File: src/rtl/lsu_align_unit.sv
// rtl/lsu_align_unit.sv - load/store alignment unit with split beats and bus handshake
module lsu_align_unit #(
    parameter int ADDR_W      = 32,
    parameter bit MISALIGN_EN = 1'b1,
    parameter int MAX_WAIT    = 0
) (
    input  logic              clk,
    input  logic              rst_n,
    input  logic              req_valid,
    output logic              req_ready,
    input  logic              req_we,
    input  logic [2:0]        req_funct3,
    input  logic [ADDR_W-1:0] req_addr,
    input  logic [31:0]       req_wdata,
    output logic              stall,
    output logic              rsp_valid,
    output logic [31:0]       rsp_rdata,
    output logic              rsp_err,
    output logic              mem_valid,
    input  logic              mem_ready,
    output logic              mem_we,
    output logic [ADDR_W-1:0] mem_addr,
    output logic [3:0]        mem_be,
    output logic [31:0]       mem_wdata,
    input  logic [31:0]       mem_rdata
);

    localparam logic [1:0] S_IDLE  = 2'd0;
    localparam logic [1:0] S_BEAT0 = 2'd1;
    localparam logic [1:0] S_BEAT1 = 2'd2;
    localparam logic [1:0] S_DONE  = 2'd3;

    localparam int WAIT_W = (MAX_WAIT > 0) ? $clog2(MAX_WAIT + 1) : 1;
    localparam logic [WAIT_W-1:0] WAIT_LAST = (MAX_WAIT > 0) ? WAIT_W'(MAX_WAIT - 1) : '0;

    function automatic logic [2:0] size_of(input logic [1:0] sz);
        case (sz)
            2'b00:   size_of = 3'd1;
            2'b01:   size_of = 3'd2;
            default: size_of = 3'd4;
        endcase
    endfunction

    function automatic logic [3:0] mask_of(input logic [1:0] sz);
        case (sz)
            2'b00:   mask_of = 4'b0001;
            2'b01:   mask_of = 4'b0011;
            default: mask_of = 4'b1111;
        endcase
    endfunction

    logic [1:0]        state_q, state_d;
    logic              we_q, we_d;
    logic [2:0]        f3_q, f3_d;
    logic [ADDR_W-1:0] addr_q, addr_d;
    logic [31:0]       wdata_q, wdata_d;
    logic [31:0]       lo_q, lo_d;
    logic [31:0]       hi_q, hi_d;
    logic              err_q, err_d;
    logic              cross_q, cross_d;
    logic [WAIT_W-1:0] wait_q, wait_d;

    logic              req_illegal_f3, req_cross, req_illegal;
    logic [1:0]        offset;
    logic [ADDR_W-1:0] base_addr;
    logic [7:0]        mask8;
    logic [63:0]       wd64;
    logic [31:0]       r32, ld_ext;
    logic              in_beat, beat1;

    always_comb begin
        req_illegal_f3 = req_we ? (req_funct3 > 3'b010)
                                : ((req_funct3 == 3'b011) || (req_funct3[2:1] == 2'b11));
        req_cross      = ({1'b0, req_addr[1:0]} + size_of(req_funct3[1:0])) > 3'd4;
        req_illegal    = req_illegal_f3 | (!MISALIGN_EN & req_cross);
    end

    // Lane steering is done on the latched request so bus fields stay stable while waiting.
    always_comb begin
        offset    = addr_q[1:0];
        base_addr = {addr_q[ADDR_W-1:2], 2'b00};
        mask8     = {4'b0000, mask_of(f3_q[1:0])} << offset;
        wd64      = {32'h0, wdata_q} << {offset, 3'b000};
        r32       = 32'({hi_q, lo_q} >> {offset, 3'b000});
        case (f3_q[1:0])
            2'b00:   ld_ext = {{24{~f3_q[2] & r32[7]}}, r32[7:0]};
            2'b01:   ld_ext = {{16{~f3_q[2] & r32[15]}}, r32[15:0]};
            default: ld_ext = r32;
        endcase
    end

    always_comb begin
        in_beat   = (state_q == S_BEAT0) || (state_q == S_BEAT1);
        beat1     = (state_q == S_BEAT1);
        req_ready = (state_q == S_IDLE);
        stall     = req_valid | (state_q != S_IDLE);
        mem_valid = in_beat;
        mem_we    = in_beat & we_q;
        mem_addr  = !in_beat ? '0 : (beat1 ? base_addr + ADDR_W'(4) : base_addr);
        mem_be    = !in_beat ? 4'b0000 : (beat1 ? mask8[7:4] : mask8[3:0]);
        mem_wdata = !(in_beat & we_q) ? 32'h0 : (beat1 ? wd64[63:32] : wd64[31:0]);
        rsp_valid = (state_q == S_DONE);
        rsp_err   = rsp_valid & err_q;
        rsp_rdata = (rsp_valid & !err_q & !we_q) ? ld_ext : 32'h0;
    end

    always_comb begin
        state_d = state_q;
        we_d    = we_q;
        f3_d    = f3_q;
        addr_d  = addr_q;
        wdata_d = wdata_q;
        lo_d    = lo_q;
        hi_d    = hi_q;
        err_d   = err_q;
        cross_d = cross_q;
        wait_d  = wait_q;
        case (state_q)
            S_IDLE: begin
                if (req_valid) begin
                    we_d    = req_we;
                    f3_d    = req_funct3;
                    addr_d  = req_addr;
                    wdata_d = req_wdata;
                    cross_d = req_cross;
                    err_d   = req_illegal;
                    wait_d  = '0;
                    state_d = req_illegal ? S_DONE : S_BEAT0;
                end
            end
            S_BEAT0, S_BEAT1: begin
                if (mem_ready) begin
                    wait_d = '0;
                    if (beat1) begin
                        hi_d    = mem_rdata;
                        state_d = S_DONE;
                    end else begin
                        lo_d    = mem_rdata;
                        state_d = cross_q ? S_BEAT1 : S_DONE;
                    end
                end else if ((MAX_WAIT > 0) && (wait_q == WAIT_LAST)) begin
                    err_d   = 1'b1;
                    state_d = S_DONE;
                end else begin
                    wait_d = wait_q + 1'b1;
                end
            end
            default: state_d = S_IDLE;
        endcase
    end

    always_ff @(posedge clk or negedge rst_n) begin
        if (!rst_n) begin
            state_q <= S_IDLE;
            we_q    <= 1'b0;
            f3_q    <= 3'b000;
            addr_q  <= '0;
            wdata_q <= 32'h0;
            lo_q    <= 32'h0;
            hi_q    <= 32'h0;
            err_q   <= 1'b0;
            cross_q <= 1'b0;
            wait_q  <= '0;
        end else begin
            state_q <= state_d;
            we_q    <= we_d;
            f3_q    <= f3_d;
            addr_q  <= addr_d;
            wdata_q <= wdata_d;
            lo_q    <= lo_d;
            hi_q    <= hi_d;
            err_q   <= err_d;
            cross_q <= cross_d;
            wait_q  <= wait_d;
        end
    end

endmodule

File: config.mk
export PLATFORM = sky130hd
export DESIGN_NAME = lsu_align_unit
export DESIGN_NICKNAME = d
export VERILOG_FILES = /design/src/rtl/lsu_align_unit.sv
export SDC_FILE = /design/constraint.sdc
export NUM_CORES = 1
export LEC_CHECK = 0
export ABC_AREA = 1
export CORE_MARGIN = 2
export CORE_UTILIZATION = 62
export DETAILED_ROUTE_END_ITERATION = 8
export DONT_BUFFER_PORTS = 1
export GPL_TIMING_DRIVEN = 0
export PLACE_DENSITY = 0.79
export SETUP_SLACK_MARGIN = 0.3
export SYNTH_ARGS = -nofsm -noshare
export SYNTH_HDL_FRONTEND = slang
export SYNTH_SLANG_ARGS = --single-unit
File: constraint.sdc
create_clock -name clk -period 2 [get_ports clk]
set_input_delay 0.4 -clock clk [delete_from_list [all_inputs] [get_ports clk]]
set_output_delay 0.4 -clock clk [all_outputs]
set_load 0.02 [all_outputs]
## Yosys cells after proc, flatten, opt, wreduce, memory -nomap -nowiden

Index checks and enable logic that the tools add are counted.

| cells by class | value |
|---|---|
| reduce and logical (&&, ||, !) cells | 13 |
| multiplexer cells | 17 |
| bitwise operators | 9 |
| shift-type cells | 3 |
| magnitude comparators | 2 |
| add/subtract/negate cells | 2 |
| eq/ne operators | 9 |

Operators with widths:

| cell | number |
|---|---|
| $mux W32 | 5 |
| $pmux W32 S2 | 1 |
| $shl A32 B5 Y64 | 1 |
| $shr A64 B5 Y32 | 1 |
| $add A32 B3 Y32 const B | 1 |
| $mux W4 | 2 |
| $pmux W4 S2 | 1 |
| $shl A4 B2 Y8 | 1 |
| $and A1 B1 Y1 | 6 |
| $eq A2 B1 Y1 const B | 3 |
| $eq A2 B2 Y1 const B | 3 |
| $logic_not A2 Y1 | 3 |
| $mux W2 | 3 |
| $pmux W3 S2 | 1 |
| $reduce_and A3 Y1 | 2 |
| $ne A2 B2 Y1 const B | 2 |
| $pmux W2 S2 | 1 |
| $reduce_and A2 Y1 | 2 |
| $add A2 B3 Y3 | 1 |
| $eq A3 B2 Y1 const B | 1 |
| $gt A3 B2 Y1 const B | 1 |
| $gt A3 B3 Y1 const B | 1 |
| $mux W1 | 3 |
| $logic_not A1 Y1 | 2 |
| other kinds (5) | 7 |

| word-level totals | value |
|---|---|
| logic and storage cells | 64 |
| register bits after elaboration | 136 |
| output and inout bits | 106 |
| input bits | 104 |

## Logic depth before layout (Yosys ltp)

| logic depth | value |
|---|---|
| depth in word-level cells | 6 |
| gate-level depth with buffers | 10 |
| mapped depth without buffers | 10 |

## Worst setup path after synthesis

Ideal clock, no wire load.

| timing path | value |
|---|---|
| path kind | reg2out |
| start point | register state_q[0] |
| end point | output port mem_wdata[24] |
| path buffers | 2 |
| arrival time | 1917 ps |
| cell stages (with the launch flop) | 9 |
| slack | -317 ps |
| data required time | 1600 ps |
| path through | dfrtp_1 inv_1 ha_1 buf_4 nand2_1 nor2_1 buf_2 o21ai_0 a21oi_1 |

| between the ends | value |
|---|---|
| word-level cells in the longest chain between the ends | 4 |
| elaborated cells on any way between the ends | 6 |
| those cells by class | eq/ne: 2; mux: 2; bitwise: 1; reduce/logical: 1 |

Ends and longest elaborated chain:

| what | line | RTL |
|---|---|---|
| from (decl) | 52 | `logic [1:0] state_q, state_d;` |
| from (signal assigned) | 165 | `state_q <= state_d;` |
| $eq A2 B1 Y1 / $eq A2 B2 Y1 (equally long branches) | 93 | `in_beat = (state_q == S_BEAT0) \|\| (state_q == S_BEAT1);` |
| $logic_or A1 B1 Y1 * | 93 |  |
| net mem_valid | 19 | `output logic mem_valid,` |
| $and A1 B1 Y1 * | 101 | `mem_wdata = !(in_beat & we_q) ? 32'h0 : (beat1 ? wd64[63:32] : wd64[31:0]);` |
| $mux W32 * | 101 |  |
| to (decl) | 24 | `output logic [31:0] mem_wdata,` |

Mark *: on every way through the listed nets, which the timed path passes. The rest lies on a longest branch.

## Worst setup path after layout

| timing path | value |
|---|---|
| start point | register state_q[0] |
| end point | output port mem_wdata[27] |

Same word-level chain as after synthesis.

==> impl_metrics.csv <==
group,metric,value,unit
pwr,p_sw,13.44,mW
status,outcome,"complete, but fails checks",
clock_tree,clk_path_buf_depth,2,
final_layout,final_cells,1514,
floorplanning,num_rows,42,
final_layout,syn_to_final_growth,42.14,%
hold_path,hold_class,"in2async",
sta,tightest_slew,0.6437,ns
synthesis,synthArstFlopShare,1.000,
worst_setup_path,path_class,"reg2out",
place,dp_hpwl,21300,microns
clock_tree,cts_tree,"done",
pwr,power_density,2093,nW/um^2
detailed_routing,wirelength,38210,microns
worst_setup_path,worstSetupEndpointType,"output pin",
clock_tree,cts.sinks,128,
place,port_buffers,0,
sta,fmax,355.7,MHz
sta,holdWs,-0.3579,ns
floorplanning,die-area,14190,sq um
final_layout,diodes,0,
sta,clock-skew-final,0.01227,ns
synthesis,netlist_area,8215,sq um
final_layout,fill_cells,585,
floorplanning,io_pins,210,
detailed_routing,drt-initial-drc-count,1972,
clock_tree,htree_levels,4,
floorplanning,die_w,119.1,microns
sta,fin_crit,2.811,ns
global_route,grt_max_degree,129,
pwr,power_frac_seq,0.224,
place,dp.cells,1428,
clock_tree,root_buffer,"clkbuf_16",
synthesis,synth_area_leader_cell,"dfrtp_1",
floorplanning,dieHeight,119.1,microns
synthesis,yosys_warnings,0,
worst_setup_path,slowest_stage,"dfrtp_1",
synthesis,postSynthCellCount,1251,
global_route,grt_pass1_wl,47730,microns
synthesis,synth_edf_count,0,
pwr,p_leak,5.256,nW
pwr,p_int,11.01,mW
pwr,total_power,24.45,mW
global_route,grtUsageTotal,0.4379,
final_layout,nets,1436,
detailed_routing,dr.pass1.iters,9,
floorplanning,start_util,0.6278,
worst_setup_path,reg2reg_depth,12,
sta,hold_viol_final,128,
synthesis,yosysTopAreaCellShare,0.3899,
worst_setup_path,cp-start-kind,"flip-flop",
sta,slew_viol_final,0,
clock_tree,clk_latency,0.45,ns
final_layout,drive_gt1_frac,0.3296,
synthesis,synth_seq_area_share,0.3899,
sta,fin_crit_sh,1.406,
detailed_routing,wl_per_cell,25.24,microns
final_layout,post-route-util,0.8924,
synthesis,ys_seq_elements,128,
clock_tree,cts_made_buffers,17,
worst_setup_path,path_cells,"inv_2 -> ha_4 -> buf_12 -> nand2_8 -> nor2_4 -> buf_8 -> o21ai_2 -> a21oi_4",
global_route,antenna_found_initial,0,
pwr,switching_share,0.5497,
worst_setup_path,critPathMaxFanout,10,
detailed_routing,vias,10420,
job,maxCapViolations,0,
pwr,clkPwrFrac,0.135,
sta,setup_viol,161,
global_route,grt_pass1_vias,8611,
sta,slew_headroom,0.5708,
status,violations,"DRC, hold timing, setup timing",
synthesis,postSynthAreaPerCell,6.567,sq um
pwr,combPwrFrac,0.641,
detailed_routing,drc,75,
worst_setup_path,cpPeakStageDelay,0.56,ns
floorplanning,core_area,13090,sq um
global_route,grt-ovfl-total,0,
detailed_routing,drtAntennaViolNets,0,
synthesis,synth.area.top_cells,"dfrtp_1, nand2_1, o21ai_0",
pwr,ir_drop,1.183,mV
synthesis,synth_cell_types,38,
worst_setup_path,cp.required,1.60,ns
synthesis,synthFlopType,"dfrtp_1",
place,gp_congestion,1.011,
sta,rsz0062_at_grt,"yes",
sta,layout_setup_ws,-0.8113,ns
worst_setup_path,rrSetupSlack,-0.34,ns
worst_setup_path,critPathArrivalTime,2.41,ns
detailed_routing,via_per_inst,6.884,
clock_tree,clkSlewWorstSetupHoldPaths,0.07,ns
worst max-delay path: cells and delay by family, from the launching register on:
kind | cells | cell delay [ns]
buffers and inverters | 3 | 0.48
and+or+nand+nor | 2 | 0.24
AOI/OAI and AO/OA | 2 | 0.32
adders and majority gates | 1 | 0.36
DFF | 1 | 0.56
cells in the final DEF, fill, tap and decap left out, drive strengths merged, types with 6 or more instances in the layout:
cell    instances
nor2          113
o21ai         170
ha              6
nor3            6
buf            93
o211ai          7
clkinv          6
or2             6
nand2         455
a21oi          74
a31oi           9
nand3          67
dfrtp         128
inv           118
clkbuf         54
state kept, by name, indices dropped and copies added (netlist names):
signal	flops
addr_q	32
cross_q	1
err_q	1
f3_q	3
hi_q	24
lo_q	32
state_q	2
wdata_q	32
we_q	1
kinds of logic after synthesis:
logic type / Yosys count / share of synthesized area
AO/OA/AOI/OAI: 266 / 0.1672
XOR/XNOR: 1 / 0.001066
adder cells (fa/ha/maj): 7 / 0.01157
buffers and inverters: 189 / 0.09854
flip-flops: 128 / 0.3899
multiplexers: 6 / 0.007463
other: 1 / 0.0004565
AND/OR/NAND/NOR: 653 / 0.3238
Yosys cell counts (2+ instances only):
master and n:
nand4_1 5, inv_1 109, o21ai_0 168, clkbuf_1 32, nand3_2 3, o21ai_1 2, mux2i_1 5, nor2_4 3
buf_1 2, a31oi_1 9, nand2_1 450, buf_2 29, buf_6 5, a21oi_1 74, o211ai_1 7, clkinv_1 2
nor3_1 5, nor2_2 3, nand3_1 63, ha_1 6, buf_4 7, or2_2 6, nand2_2 4, o22ai_1 2
inv_2 3, a211oi_1 2, nor2_1 107, dfrtp_1 128
metal layers:
| metal | part of all wire | GRT usage | vias up |
|---|---|---|---|
| met3 | 0.17 | 0.1437 | 381 |
| met5 | 0 | 0 | - |
| li1 | - | - | 4158 |
| met4 | 0.083 | 0.2016 | 0 |
| met1 | 0.32 | 0.5877 | 4748 |
| met2 | 0.43 | 0.6455 | 1136 |
per-stage QoR:
step                      hold WS, ns  area [sq um]  setup WS [ns]  setup TNS, ns
after global routing          -0.3633         11680        -0.8048         -71.71
final                         -0.3579         11680        -0.8113         -78.56
after CTS                     -0.3461         10660        -0.4802         -37.89
after detailed placement       0.1071          9233        -0.2834         -17.03
after global placement         0.1068          9233        -0.2425         -11.70
after floorplan                0.1044          9012        0.06972              0
layout make-up:
cell class	count	area, sq um	share of cell area
multi-input combinational	935	5798	0.4965
sequential	128	3211	0.2749
buffer	75	774.5	0.06632
timing repair buffer	54	584.3	0.05004
inverter	114	478.0	0.04093
clock buffer	18	439.2	0.03761
tap	176	220.2	0.01886
clock inverter	14	172.7	0.01479
power by group through the flow:
stage               sequential [mW]  clock (mW)  combinational, mW
floorplan                      4.61           0               8.42
global placement               5.06           0               10.4
detailed placement             5.07           0               10.6
CTS                            5.06        3.24               12.5
global route                   5.46        3.36               16.2
finish                         5.46        3.30               15.7
final timing paths:
| path | startpoint | end |
|---|---|---|
| setup / recovery | state_q[0]$_DFFE_PN0P_ | mem_wdata[27] |
| hold / removal | rst_n | hi_q[22]$_DFFE_PN0P_ |
| setup reg to reg | state_q[0]$_DFFE_PN0P_ | lo_q[22]$_DFFE_PN0P_ |
| hold reg to reg | hi_q[19]$_DFFE_PN0P_ | hi_q[19]$_DFFE_PN0P_ |
| max in group asynchronous | rst_n | addr_q[14]$_DFFE_PN0P_ |
| min in group clk | req_addr[30] | addr_q[30]$_DFFE_PN0P_ |
timing repair:
| action | CTS | global route |
|---|---|---|
| cloned | 2 | 4 |
| resized for setup | 172 | 224 |
| setup buffers | 23 | 25 |
| setup endpoints to repair | 226 | 218 |
| pin swaps | 25 | 68 |
| endpoints found under the hold margin | 128 | 128 |
(Power assumes the default switching activity.)
